File: src/rtl/sop_lut_eval_pkg.sv
// Shared constants for the programmable sum-of-products evaluator.
//   ST_IDLE / ST_LOAD  : load FSM state encodings (1 bit)
//   DEFAULT_TABLE_N4   : power-on minterm table for 4 inputs
//                        (minterms 2, 4, 7, 11, 12)
package sop_lut_eval_pkg;

    localparam logic [0:0] ST_IDLE = 1'b0;
    localparam logic [0:0] ST_LOAD = 1'b1;

    localparam logic [15:0] DEFAULT_TABLE_N4 = 16'h1894;

endpackage

File: src/rtl/sop_lut_eval_if.sv
// Evaluation channel of sop_lut_eval.
//   in_valid / in_ready : request handshake. A request (x) transfers on a
//                         rising clk edge where in_valid && in_ready are both
//                         high; the source must hold in_valid and x stable
//                         until that edge. in_ready never depends on in_valid.
//   x                   : input vector, x[N-1] is the minterm index MSB
//   out_valid / f       : one-cycle result pulse; no backpressure
// master = request source / result sink, slave = evaluator.
interface sop_lut_eval_if #(
    parameter int N = 4
);
    logic         in_valid;
    logic         in_ready;
    logic [N-1:0] x;
    logic         out_valid;
    logic         f;

    modport master (output in_valid, x, input in_ready, out_valid, f);
    modport slave  (input in_valid, x, output in_ready, out_valid, f);
endinterface

File: src/rtl/sop_table_loader.sv
// Serial minterm-table loader.
//   clk, rst       : clock, asynchronous active-high reset
//   load_start     : begin (IDLE) or restart (LOAD) a table load
//   load_valid     : load_bit is valid this cycle
//   load_bit       : next table bit, minterm 0 first
//   busy_o         : high while in LOAD
//   commit_o       : one-cycle strobe, high in the cycle the last bit is taken
//   table_o        : full table including the bit being written; only
//                    meaningful while commit_o is high
module sop_table_loader
    import sop_lut_eval_pkg::*;
#(
    parameter int N = 4
) (
    input  logic              clk,
    input  logic              rst,
    input  logic              load_start,
    input  logic              load_valid,
    input  logic              load_bit,
    output logic              busy_o,
    output logic              commit_o,
    output logic [2**N-1:0]   table_o
);

    localparam int DEPTH = 2**N;
    localparam logic [N-1:0] CNT_ONE = {{(N-1){1'b0}}, 1'b1};

    logic [0:0]       state_q, state_d;
    logic [N-1:0]     bit_cnt_q, bit_cnt_d;
    logic [DEPTH-1:0] shadow_q, shadow_d;
    logic [DEPTH-1:0] shadow_wr;

    // Shadow with the current bit merged in, so the commit carries the last
    // bit without waiting a cycle.
    always_comb begin
        shadow_wr            = shadow_q;
        shadow_wr[bit_cnt_q] = load_bit;
    end

    always_comb begin
        state_d   = state_q;
        bit_cnt_d = bit_cnt_q;
        shadow_d  = shadow_q;
        commit_o  = 1'b0;
        case (state_q)
            ST_IDLE: begin
                if (load_start) begin
                    state_d   = ST_LOAD;
                    bit_cnt_d = '0;
                    shadow_d  = '0;
                end
            end
            ST_LOAD: begin
                // Restart wins over a bit offered in the same cycle.
                if (load_start) begin
                    bit_cnt_d = '0;
                    shadow_d  = '0;
                end else if (load_valid) begin
                    shadow_d = shadow_wr;
                    if (bit_cnt_q == '1) begin
                        commit_o  = 1'b1;
                        state_d   = ST_IDLE;
                        bit_cnt_d = '0;
                    end else begin
                        bit_cnt_d = bit_cnt_q + CNT_ONE;
                    end
                end
            end
            default: state_d = ST_IDLE;
        endcase
    end

    always_ff @(posedge clk or posedge rst) begin
        if (rst) begin
            state_q   <= ST_IDLE;
            bit_cnt_q <= '0;
            shadow_q  <= '0;
        end else begin
            state_q   <= state_d;
            bit_cnt_q <= bit_cnt_d;
            shadow_q  <= shadow_d;
        end
    end

    assign busy_o  = (state_q == ST_LOAD);
    assign table_o = shadow_wr;

endmodule

File: src/rtl/sop_lut_eval.sv
// Registered, programmable N-input sum-of-products evaluator.
//   clk, rst        : clock, asynchronous active-high reset
//   ev (slave)      : in_valid/in_ready/x request, out_valid/f result
//   load_start/load_valid/load_bit : serial table load port
//   load_busy       : table load in progress (evaluations stalled)
//   count_clr       : synchronous clear of hit_count (beats a same-cycle hit)
//   hit_count       : saturating count of results with f = 1
module sop_lut_eval
    import sop_lut_eval_pkg::*;
#(
    parameter int                N             = 4,
    parameter logic [2**N-1:0]   DEFAULT_TABLE = DEFAULT_TABLE_N4,
    parameter int                CNT_W         = 8
) (
    input  logic             clk,
    input  logic             rst,
    sop_lut_eval_if.slave    ev,
    input  logic             load_start,
    input  logic             load_valid,
    input  logic             load_bit,
    output logic             load_busy,
    input  logic             count_clr,
    output logic [CNT_W-1:0] hit_count
);

    localparam logic [CNT_W-1:0] HIT_MAX = '1;
    localparam logic [CNT_W-1:0] HIT_ONE = {{(CNT_W-1){1'b0}}, 1'b1};

    logic [2**N-1:0] table_q;
    logic            out_valid_q;
    logic            f_q;
    logic [CNT_W-1:0] hit_q;

    logic            load_commit;
    logic [2**N-1:0] load_table;
    logic            accept;

    sop_table_loader #(.N(N)) u_loader (
        .clk        (clk),
        .rst        (rst),
        .load_start (load_start),
        .load_valid (load_valid),
        .load_bit   (load_bit),
        .busy_o     (load_busy),
        .commit_o   (load_commit),
        .table_o    (load_table)
    );

    assign ev.in_ready = ~load_busy;
    assign accept      = ev.in_valid & ev.in_ready;

    // Accept and commit are mutually exclusive (in_ready is low in LOAD), so
    // an accepted evaluation always reads the table as it was before the edge.
    always_ff @(posedge clk or posedge rst) begin
        if (rst) begin
            table_q <= DEFAULT_TABLE;
        end else if (load_commit) begin
            table_q <= load_table;
        end
    end

    always_ff @(posedge clk or posedge rst) begin
        if (rst) begin
            out_valid_q <= 1'b0;
            f_q         <= 1'b0;
        end else begin
            out_valid_q <= accept;
            if (accept) begin
                f_q <= table_q[ev.x];
            end
        end
    end

    always_ff @(posedge clk or posedge rst) begin
        if (rst) begin
            hit_q <= '0;
        end else if (count_clr) begin
            hit_q <= '0;
        end else if (out_valid_q && f_q && (hit_q != HIT_MAX)) begin
            hit_q <= hit_q + HIT_ONE;
        end
    end

    assign ev.out_valid = out_valid_q;
    assign ev.f         = f_q;
    assign hit_count    = hit_q;

endmodule

File: src/flat_wrapper.sv
// flat-port wrapper written by rule: the top's interface ports become plain ports
module sop_lut_eval_flat import sop_lut_eval_pkg::*;
#(
    parameter int                N             = 4,
    parameter logic [2**N-1:0]   DEFAULT_TABLE = DEFAULT_TABLE_N4,
    parameter int                CNT_W         = 8
)
  (clk, rst, load_start, load_valid, load_bit, load_busy, count_clr, hit_count, ev_in_valid, ev_x, ev_in_ready, ev_out_valid, ev_f);
  sop_lut_eval_if #(.N(N)) ev_i ();
  input  logic clk;
  input  logic rst;
  input  logic load_start;
  input  logic load_valid;
  input  logic load_bit;
  output logic load_busy;
  input  logic count_clr;
  output logic [CNT_W-1:0] hit_count;
  input wire logic [$bits(ev_i.in_valid)-1:0] ev_in_valid;
  input wire logic [$bits(ev_i.x)-1:0] ev_x;
  output wire logic [$bits(ev_i.in_ready)-1:0] ev_in_ready;
  output wire logic [$bits(ev_i.out_valid)-1:0] ev_out_valid;
  output wire logic [$bits(ev_i.f)-1:0] ev_f;
  assign ev_i.in_valid = ev_in_valid;
  assign ev_i.x = ev_x;
  assign ev_in_ready = ev_i.in_ready;
  assign ev_out_valid = ev_i.out_valid;
  assign ev_f = ev_i.f;
  sop_lut_eval #(.N(N), .DEFAULT_TABLE(DEFAULT_TABLE), .CNT_W(CNT_W)) u_core (.clk(clk), .rst(rst), .ev(ev_i), .load_start(load_start), .load_valid(load_valid), .load_bit(load_bit), .load_busy(load_busy), .count_clr(count_clr), .hit_count(hit_count));
endmodule
File: config.mk
export PLATFORM = sky130hd
export DESIGN_NAME = sop_lut_eval_flat
export DESIGN_NICKNAME = d
export VERILOG_FILES = /design/src/rtl/sop_lut_eval_pkg.sv /design/src/rtl/sop_lut_eval_if.sv /design/src/rtl/sop_table_loader.sv /design/src/rtl/sop_lut_eval.sv /design/src/flat_wrapper.sv
export SDC_FILE = /design/constraint.sdc
export NUM_CORES = 1
export LEC_CHECK = 0
export BUFFER_PORTS_ARGS = -buffer_cell sky130_fd_sc_hd__buf_4
export CAP_MARGIN = 5
export CORE_UTILIZATION = 55
export CTS_CLUSTER_DIAMETER = 150
export DETAILED_ROUTE_END_ITERATION = 12
export PLACE_DENSITY = 0.86
export SYNTH_ARGS = -nofsm -noshare
export SYNTH_HDL_FRONTEND = slang
export SYNTH_SLANG_ARGS = --single-unit
export TNS_END_PERCENT = 10
File: constraint.sdc
create_clock -name clk -period 2.81 [get_ports clk]
set_input_delay 0.281 -clock clk [delete_from_list [all_inputs] [get_ports clk]]
set_output_delay 0.281 -clock clk [all_outputs]
set_load 0.005 [all_outputs]
==> impl_results.md, run 1 <==
- Fin crit share: between 60% and 70%
- GPL Wtd Cong: 0.822
- Post-cts resize count: 0
- Synth Area in Simple Gates: approximately 21%
- Leak: 1.26 nW
- CTS buffer count: 5
- Dpl cells: about 330
- Routed length on met1: about 2.3 mm
- DR vias/cell: 5.90
- Synth Area in Adders: roughly 3%
- Synthesized area: 2500 sq um
- Final design utilization: 64.0%
- CP Class: flip-flop to flip-flop
- Bufs on Longest Clock Path: 2
- Most frequent cells in the layout: 64 x nand2_1, 42 x dfrtp_1, 24 x buf_4, 23 x nand3_1, 23 x a21oi_1
- CTS tree: yes
- Pwr dens: around 460 nW/um^2
- Ports: 23
- Ant diodes: 0
- Gr ovfl total: 0
- Routed WL per cell: 15.2 um
- Area grow syn2layout: 11.3%
- Seq/Total Area, Yosys: around 47%
- Initial antenna violation count: 0
- Clk slew on worst S/H paths: around 90 ps
- Finished Cell Area: 2790 sq um
- Initial core utilization: 57.5%
- Share of cells above drive strength 1: 14.2%
- DIE AREA: 4830 sq um
- First-pass DRT Iterations: 4
- Synth Area in XOR/XNOR: 2.10%
- Status: finished, final reports clean
- Worst Clk Skew: 2.42 ps
- DRC: 0
- Max frequency: between 500 and 600 MHz
- Slew headroom: 36.2%
- Startpoint Class: flip-flop
- Complex-gate fraction of the synthesized area: approximately a tenth
- Ys flop type: dfrtp_1
- Largest family of logic cells by synthesized area: simple AND/OR/NAND/NOR gates
- Die Y: 69.5 um
- Total of max-cap violations: 0
- Crit path from: u_core.hit_count[0]$_DFFE_PP0P_
- Arrival @ worst endpoint: 1960 ps
- Unrepaired setup endpoints after global routing: false
- Fin worst setup slack: around 1000 ps
- Fin Setup TNS: 0 ps
- Worst reg2reg startpoint: u_core.hit_count[0]$_DFFE_PP0P_
- Worst Tran Pin Value: between 900 and 1000 ps
- Flops & latches, synth: 47
- CTS Root Cell: clkbuf_8
- Worst hold margin: 195 ps
- Total power: 1.29 mW
- Post-synth cell types: 32
- CP max FO: 5
- Via count: 1972
- Antenna-violating nets left: 0
- Metal2 WL: roughly 2.5 mm
- Port bufs: 22
- Synthesis Warnings: 0
- CORE AREA: 4350 sq um
- Syn Nets: 288
- Pre-CTS WS: 1020 ps
- WL met3: 278 um
- Syn_area_per_cell: 9.24 sq um
- Worst Hold Class: primary input to asynchronous set/reset pin
- HPWL after DPL: 3.35 mm
- Clk sinks: 47
- Peak supply drop: between 0.0002 and 0.0003 V
- Async set or reset register ratio after synthesis: 100%
- CTS Hold Bufs: 0
- Top routing layer used: met4
- Worst skew pair latency: 300 ps
- Die W: 69.5 um
- H-tree levels: 2
- Nets@finish: 298
- # Post-CTS Setup Buffers: 0
- Cell Area, Placed: 2670 sq um
- Final max-slew violation count: 0
- Tmin final: 1760 ps
- Worst endpoint required time: 3010 ps
- Non-Filler Instances: about 330
- Initial DRC count: 149
- Total track usage: 23.5%
- Row Count: 24
- Post-synth EDFFs: 0
- Setup-failing EPs final: 0
- Most common cell after layout, fill and taps aside: nand2_1
- Syn Inst Count: roughly 270
- First-pass GRT wire length: 8.89 mm
- CP Capture Type: flip-flop
- Drt total wl: approximately 5.1 mm
- Fin. Hold Viols: 0
- Vias in the first global route: 1857
- Proportion of synthesized area in mux cells: 12.5%
- Largest net degree at the start of global routing: 48
-- flip-flops by register name, indices dropped and copies added, names as in the netlist --
| register | flops |
|---|---|
| u_core.u_loader.bit_cnt_q | 4 |
| u_core.hit_count | 8 |
| u_core.table_q | 16 |
| u_core.ev.out_valid | 1 |
| u_core.u_loader.busy_o | 1 |
| u_core.ev.f | 1 |
| u_core.u_loader.shadow_q | 16 |
-- layout make-up --
class,instances,area (sq um)
tap,52,65.1
multi-input combinational,197,1220
clock inverter,2,35.0
inverter,6,22.5
clock buffer,6,82.6
sequential,47,1180
timing repair buffer,24,180
fill,351,1570
-- cell usage after synthesis, drive strengths merged (2+ instances only) --
cell | count | share of area (%)
nand2 | 64 | 9.6
or4 | 2 | 0.60
mux4 | 5 | 5.1
o21ai | 18 | 3.6
xnor2 | 6 | 2.1
a21oi | 23 | 4.6
inv | 6 | 0.90
clkbuf | 20 | 3.0
nand3 | 23 | 4.6
nor2b | 3 | 0.75
dfstp | 5 | 5.2
and4b | 2 | 0.80
ha | 6 | 3.0
mux2i | 17 | 6.8
dfrtp | 42 | 42
nor2 | 11 | 1.6
a211oi | 2 | 0.60
and4 | 2 | 0.70
a2111oi | 2 | 0.70
-- path summary, 6_finish.rpt --
| check | end | slack [ps] | cells past startpoint |
|---|---|---|---|
| setup / recovery | u_core.hit_count[5]$_DFFE_PP0P_ | 1050 | 5 |
| hold / removal | u_core.u_loader.busy_o$_DFF_PP0_ | 190 | 2 |
| setup reg to reg | u_core.hit_count[5]$_DFFE_PP0P_ | 1050 | 5 |
| hold reg to reg | u_core.table_q[0]$_DFFE_PP0P_ | 490 | 2 |
| max in group asynchronous | u_core.u_loader.bit_cnt_q[1]$_DFFE_PP0P_ | 2020 | 2 |
| min in group clk | u_core.hit_count[4]$_DFFE_PP0P_ | 200 | 2 |
-- report_power, final --
| group | total (mW) | leakage (nW) | switching [mW] | internal [mW] |
|---|---|---|---|---|
| logic | 0.0857 | 0.570 | 0.0583 | 0.0274 |
| clock network | 0.521 | 0.0612 | 0.233 | 0.288 |
| registers | 0.685 | 0.631 | 0.00530 | 0.680 |
-- critical path, stage by stage, from the launching register on --
cell       delay (ps)
dfrtp_1           430
ha_1              240
and3_1            240
a2111oi_0         520
xnor2_1           180
nor2_1             60
-- layer usage --
layer | vias up | GRT usage, %
li1 | 955 | -
met5 | - | 0
met2 | 66 | 37.1
met3 | 7 | 5.23
met4 | 0 | 8.16
met1 | 944 | 32.3
-- logic make-up (layout without fill, tap and decap cells) --
group | Yosys count | count (layout)
buffers and inverters | 27 | 38
xor gates and xnor gates | 6 | 6
adders and majority gates | 6 | 6
and+or+nand+nor | 114 | 114
DFF | 47 | 47
AOI/OAI and AO/OA | 48 | 48
muxes | 23 | 23
No activity file was read; power rests on OpenSTA's default activity.
==> inputs of run 2 (changes only) <==
--- a/config.mk
+++ b/config.mk
@@ -5,9 +5,10 @@
 export SDC_FILE = /design/constraint.sdc
 export NUM_CORES = 1
 export LEC_CHECK = 0
+export ABC_AREA = 1
 export BUFFER_PORTS_ARGS = -buffer_cell sky130_fd_sc_hd__buf_4
 export CAP_MARGIN = 5
-export CORE_UTILIZATION = 55
+export CORE_UTILIZATION = 53
 export CTS_CLUSTER_DIAMETER = 150
 export DETAILED_ROUTE_END_ITERATION = 12
 export PLACE_DENSITY = 0.86
==> constraint.sdc (replaced) <==
create_clock -name clk -period 1.4 [get_ports clk]
set_input_delay 0.14 -clock clk [delete_from_list [all_inputs] [get_ports clk]]
set_output_delay 0.14 -clock clk [all_outputs]
set_load 0.005 [all_outputs]
==> run 2 against run 1 <==
Against the previous run: the flow now finishes with violations (setup timing); worst setup slack lost 1300 ps; sequential power grew 100%; critical path depth is the same; flip-flop and latch count is the same; count of clock-buffer cells in the layout is the same; routed wire length grew 29%; fmax grew 6.5%; largest power group unchanged.
==> impl_results.md, run 2 <==
- Gr ovfl total: 0
- Fin. Hold Viols: 0
- Row Count: 24
- Combinational fraction of design power: under 10%
- CORE AREA: around 4400 sq um
- Flops & latches, synth: 47
- CTS buffer count: 5
- Final design utilization: 71.9%
- First-pass GRT wire length: between 9 and 10 mm
- Pwr dens: 891 nW/um^2
- Peak supply drop: ~0.00077 V
- CP Class: flip-flop to flip-flop
- Clk slew on worst S/H paths: about 80 ps
- DIE AREA: 4940 sq um
- Post-synth top area share: 42.5%
- Non-Filler Instances: 401
- CP Capture Type: flip-flop
- Worst hold margin: approximately 70 ps
- Top routing layer used: met4
- DRC: 0
- Fin worst setup slack: -255 ps
- Worst hold path cell count: 3
- Hold Startpoint: ev_in_valid
- Routed length on met1: between 2 and 3 mm
- Synth Area in Adders: 3.04%
- Seq/Total Area, Yosys: 47.8%
- Metal2 WL: 3.31 mm
- Routed WL per cell: 16.3 um
- First-pass DRT Iterations: 5
- Unrepaired setup endpoints after global routing: true
- Most frequent cells in the layout: 71 x nand2_1, 44 x nand3_1, 38 x dfrtp_1, 35 x buf_4, 28 x inv_1
- HPWL after DPL: 4.00 mm
- Synthesis Warnings: 0
- Ports: 23
- # fillers: 290
- Total of max-cap violations: 0
- Top cells by count, synth: 73 x nand2_1, 45 x nand3_1, 42 x dfrtp_1
- WL met3: about 380 um
- Nets@finish: 365
- CTS Root Cell: clkbuf_8
- Syn Inst Count: approximately 300
- Switching share of power: 22.6%
- Cell taking the most area after synthesis: dfrtp_1
- Worst reg2reg startpoint: u_core.u_loader.bit_cnt_q[1]$_DFFE_PP0P_
- Cell Int Power: 2.19 mW
- Startpoint Class: flip-flop
- Synth Area in Simple Gates: between 20% and 30%
- Antenna-violating nets left: 0
- Proportion of synthesized area in mux cells: 0%
- Clk sinks: 47
- Top-count cell post-synth: nand2_1
- Die W: 70.3 um
- Max frequency: 604 MHz
- Fin crit share: 118%
- Setup-failing EPs final: 19
- Largest family of logic cells by synthesized area: simple AND/OR/NAND/NOR gates
- Worst skew pair latency: 310 ps
- Initial antenna violation count: 0
- Vias in the first global route: about 2100
- Complex-gate fraction of the synthesized area: 14.0%
- Slew headroom: 67.0%
- Synth Area in XOR/XNOR: 1.06%
- Initial core utilization: between 50% and 60%
- Dpl cells: 387
- Post-synth cell types: 28
- Area grow syn2layout: 28.4%
- Largest net degree at the start of global routing: 48
- RR Endpoint: u_core.u_loader.shadow_q[11]$_DFFE_PP0P_
- CTS tree: yes
- Reg2Reg Setup Slack: -260 ps
- Seq pwr share: 49.3%
- Final max-slew violation count: 0
- DR vias/cell: 5.72
- Share of cells above drive strength 1: 28.9%
- Failing checks: setup timing
- Status: finished, violations left
- Arrival @ worst endpoint: 1860 ps
- Port bufs: 22
- Bufs on Longest Clock Path: 2
- Die Y: roughly 70 um
- Post-synth EDFFs: 0
- Reg2Reg Depth: 5
- Async set or reset register ratio after synthesis: 100%
- Tmin final: approximately 1700 ps
- Initial DRC count: 253
- Worst Clk Skew: 12.6 ps
- Syn_area_per_cell: 8.03 sq um
- Clk pwr share: 41.4%
- Synth area leaders: dfrtp_1 43%, nand2_1 11%, nand3_1 9.1%, o21ai_0 5.9%, dfstp_2 5.3%
- CP max FO: 5
- Ys flop type: dfrtp_1
- Ant diodes: 0
- NetSw: between 600 and 700 uW
- Fin Setup TNS: -1520 ps
- Worst Tran Pin Value: 495 ps
- Most common cell after layout, fill and taps aside: nand2_1
- Drt total wl: 6.54 mm
- WHS Endpoint: u_core.ev.out_valid$_DFF_PP0_
- Synthesized area: 2470 sq um
- Via count: 2293
- Syn Nets: 325
- Pre-CTS WS: -63.6 ps
- Total track usage: 24.9%
- H-tree levels: 2
- Leak: 1.44 nW
- GPL Wtd Cong: 0.846
- Worst Hold Class: primary input to flip-flop
- Worst endpoint required time: 1610 ps
run 2: through the flow:
stage               power [mW]  area, sq um
floorplan                 1.55         2490
global placement          1.64         2800
detailed placement        1.65         2800
CTS                       2.80         2950
global route              2.92         3180
finish                    2.83         3180
run 2: per-layer routing:
layer | up-vias | GRT usage, %
met4 | 0 | 10.0
met2 | 100 | 40.5
met1 | 1085 | 32.7
met3 | 14 | 4.47
li1 | 1094 | -
met5 | - | 0
run 2: power groups by stage:
| stage | Sequential [mW] | Clock, mW | Combinational (mW) |
|---|---|---|---|
| 2_1_floorplan | 1.41 | 0 | 0.137 |
| 3_3_place_gp | 1.41 | 0 | 0.227 |
| 3_5_place_dp | 1.42 | 0 | 0.230 |
| 4_1_cts | 1.39 | 1.17 | 0.235 |
| 5_1_grt | 1.40 | 1.23 | 0.290 |
| 6_report | 1.39 | 1.17 | 0.264 |
run 2: cells by family after synthesis:
kind of cell	Yosys count
adder cells (fa/ha/maj)	6
flip-flops	47
AND/OR/NAND/NOR	150
XOR/XNOR	3
AO/OA/AOI/OAI	59
buffers and inverters	43
run 2: how the worst max path moves through the flow:
stage                     slack (ps)  cells after the start                                       end                                startpoint
after floorplan                   50                      7           u_core.hit_count[7]$_DFFE_PP0P_           u_core.hit_count[0]$_DFFE_PP0P_
after global placement            20                      6  u_core.u_loader.shadow_q[13]$_DFFE_PP0P_  u_core.u_loader.bit_cnt_q[0]$_DFFE_PP0P_
after detailed placement         -60                      6  u_core.u_loader.shadow_q[13]$_DFFE_PP0P_  u_core.u_loader.bit_cnt_q[0]$_DFFE_PP0P_
after CTS                        -50                      6            u_core.table_q[15]$_DFFE_PP0P_  u_core.u_loader.bit_cnt_q[1]$_DFFE_PP0P_
after global routing            -300                      5  u_core.u_loader.shadow_q[11]$_DFFE_PP0P_  u_core.u_loader.bit_cnt_q[1]$_DFFE_PP0P_
final                           -260                      5  u_core.u_loader.shadow_q[11]$_DFFE_PP0P_  u_core.u_loader.bit_cnt_q[1]$_DFFE_PP0P_
run 2: worst max-delay path, stage by stage (launching register included):
cell     delay (ps)
dfrtp_2         440
ha_2            250
nand3_1         120
o21ai_0         340
inv_1           170
o21ai_0         230
run 2: area by class of cell:
class	count	area (sq um)	area share (%)
clock buffers	6	72.6	2.29
clock inverters	2	60.1	1.89
inverters	33	125	3.94
multi-input cells	218	1250	39.4
flip-flops and latches	47	1190	37.4
well taps	52	65.1	2.05
repair buffers	43	414	13.0
run 2: timing repair:
action / in CTS / in global routing
pin swaps: 0 / 4
endpoints found under the setup margin: 20 / 39
gates resized for setup: 4 / 40
setup buffers: 0 / 2
hold endpoints to repair: 42 / 0
hold buffers: 1 / 0
cloned: 0 / 3
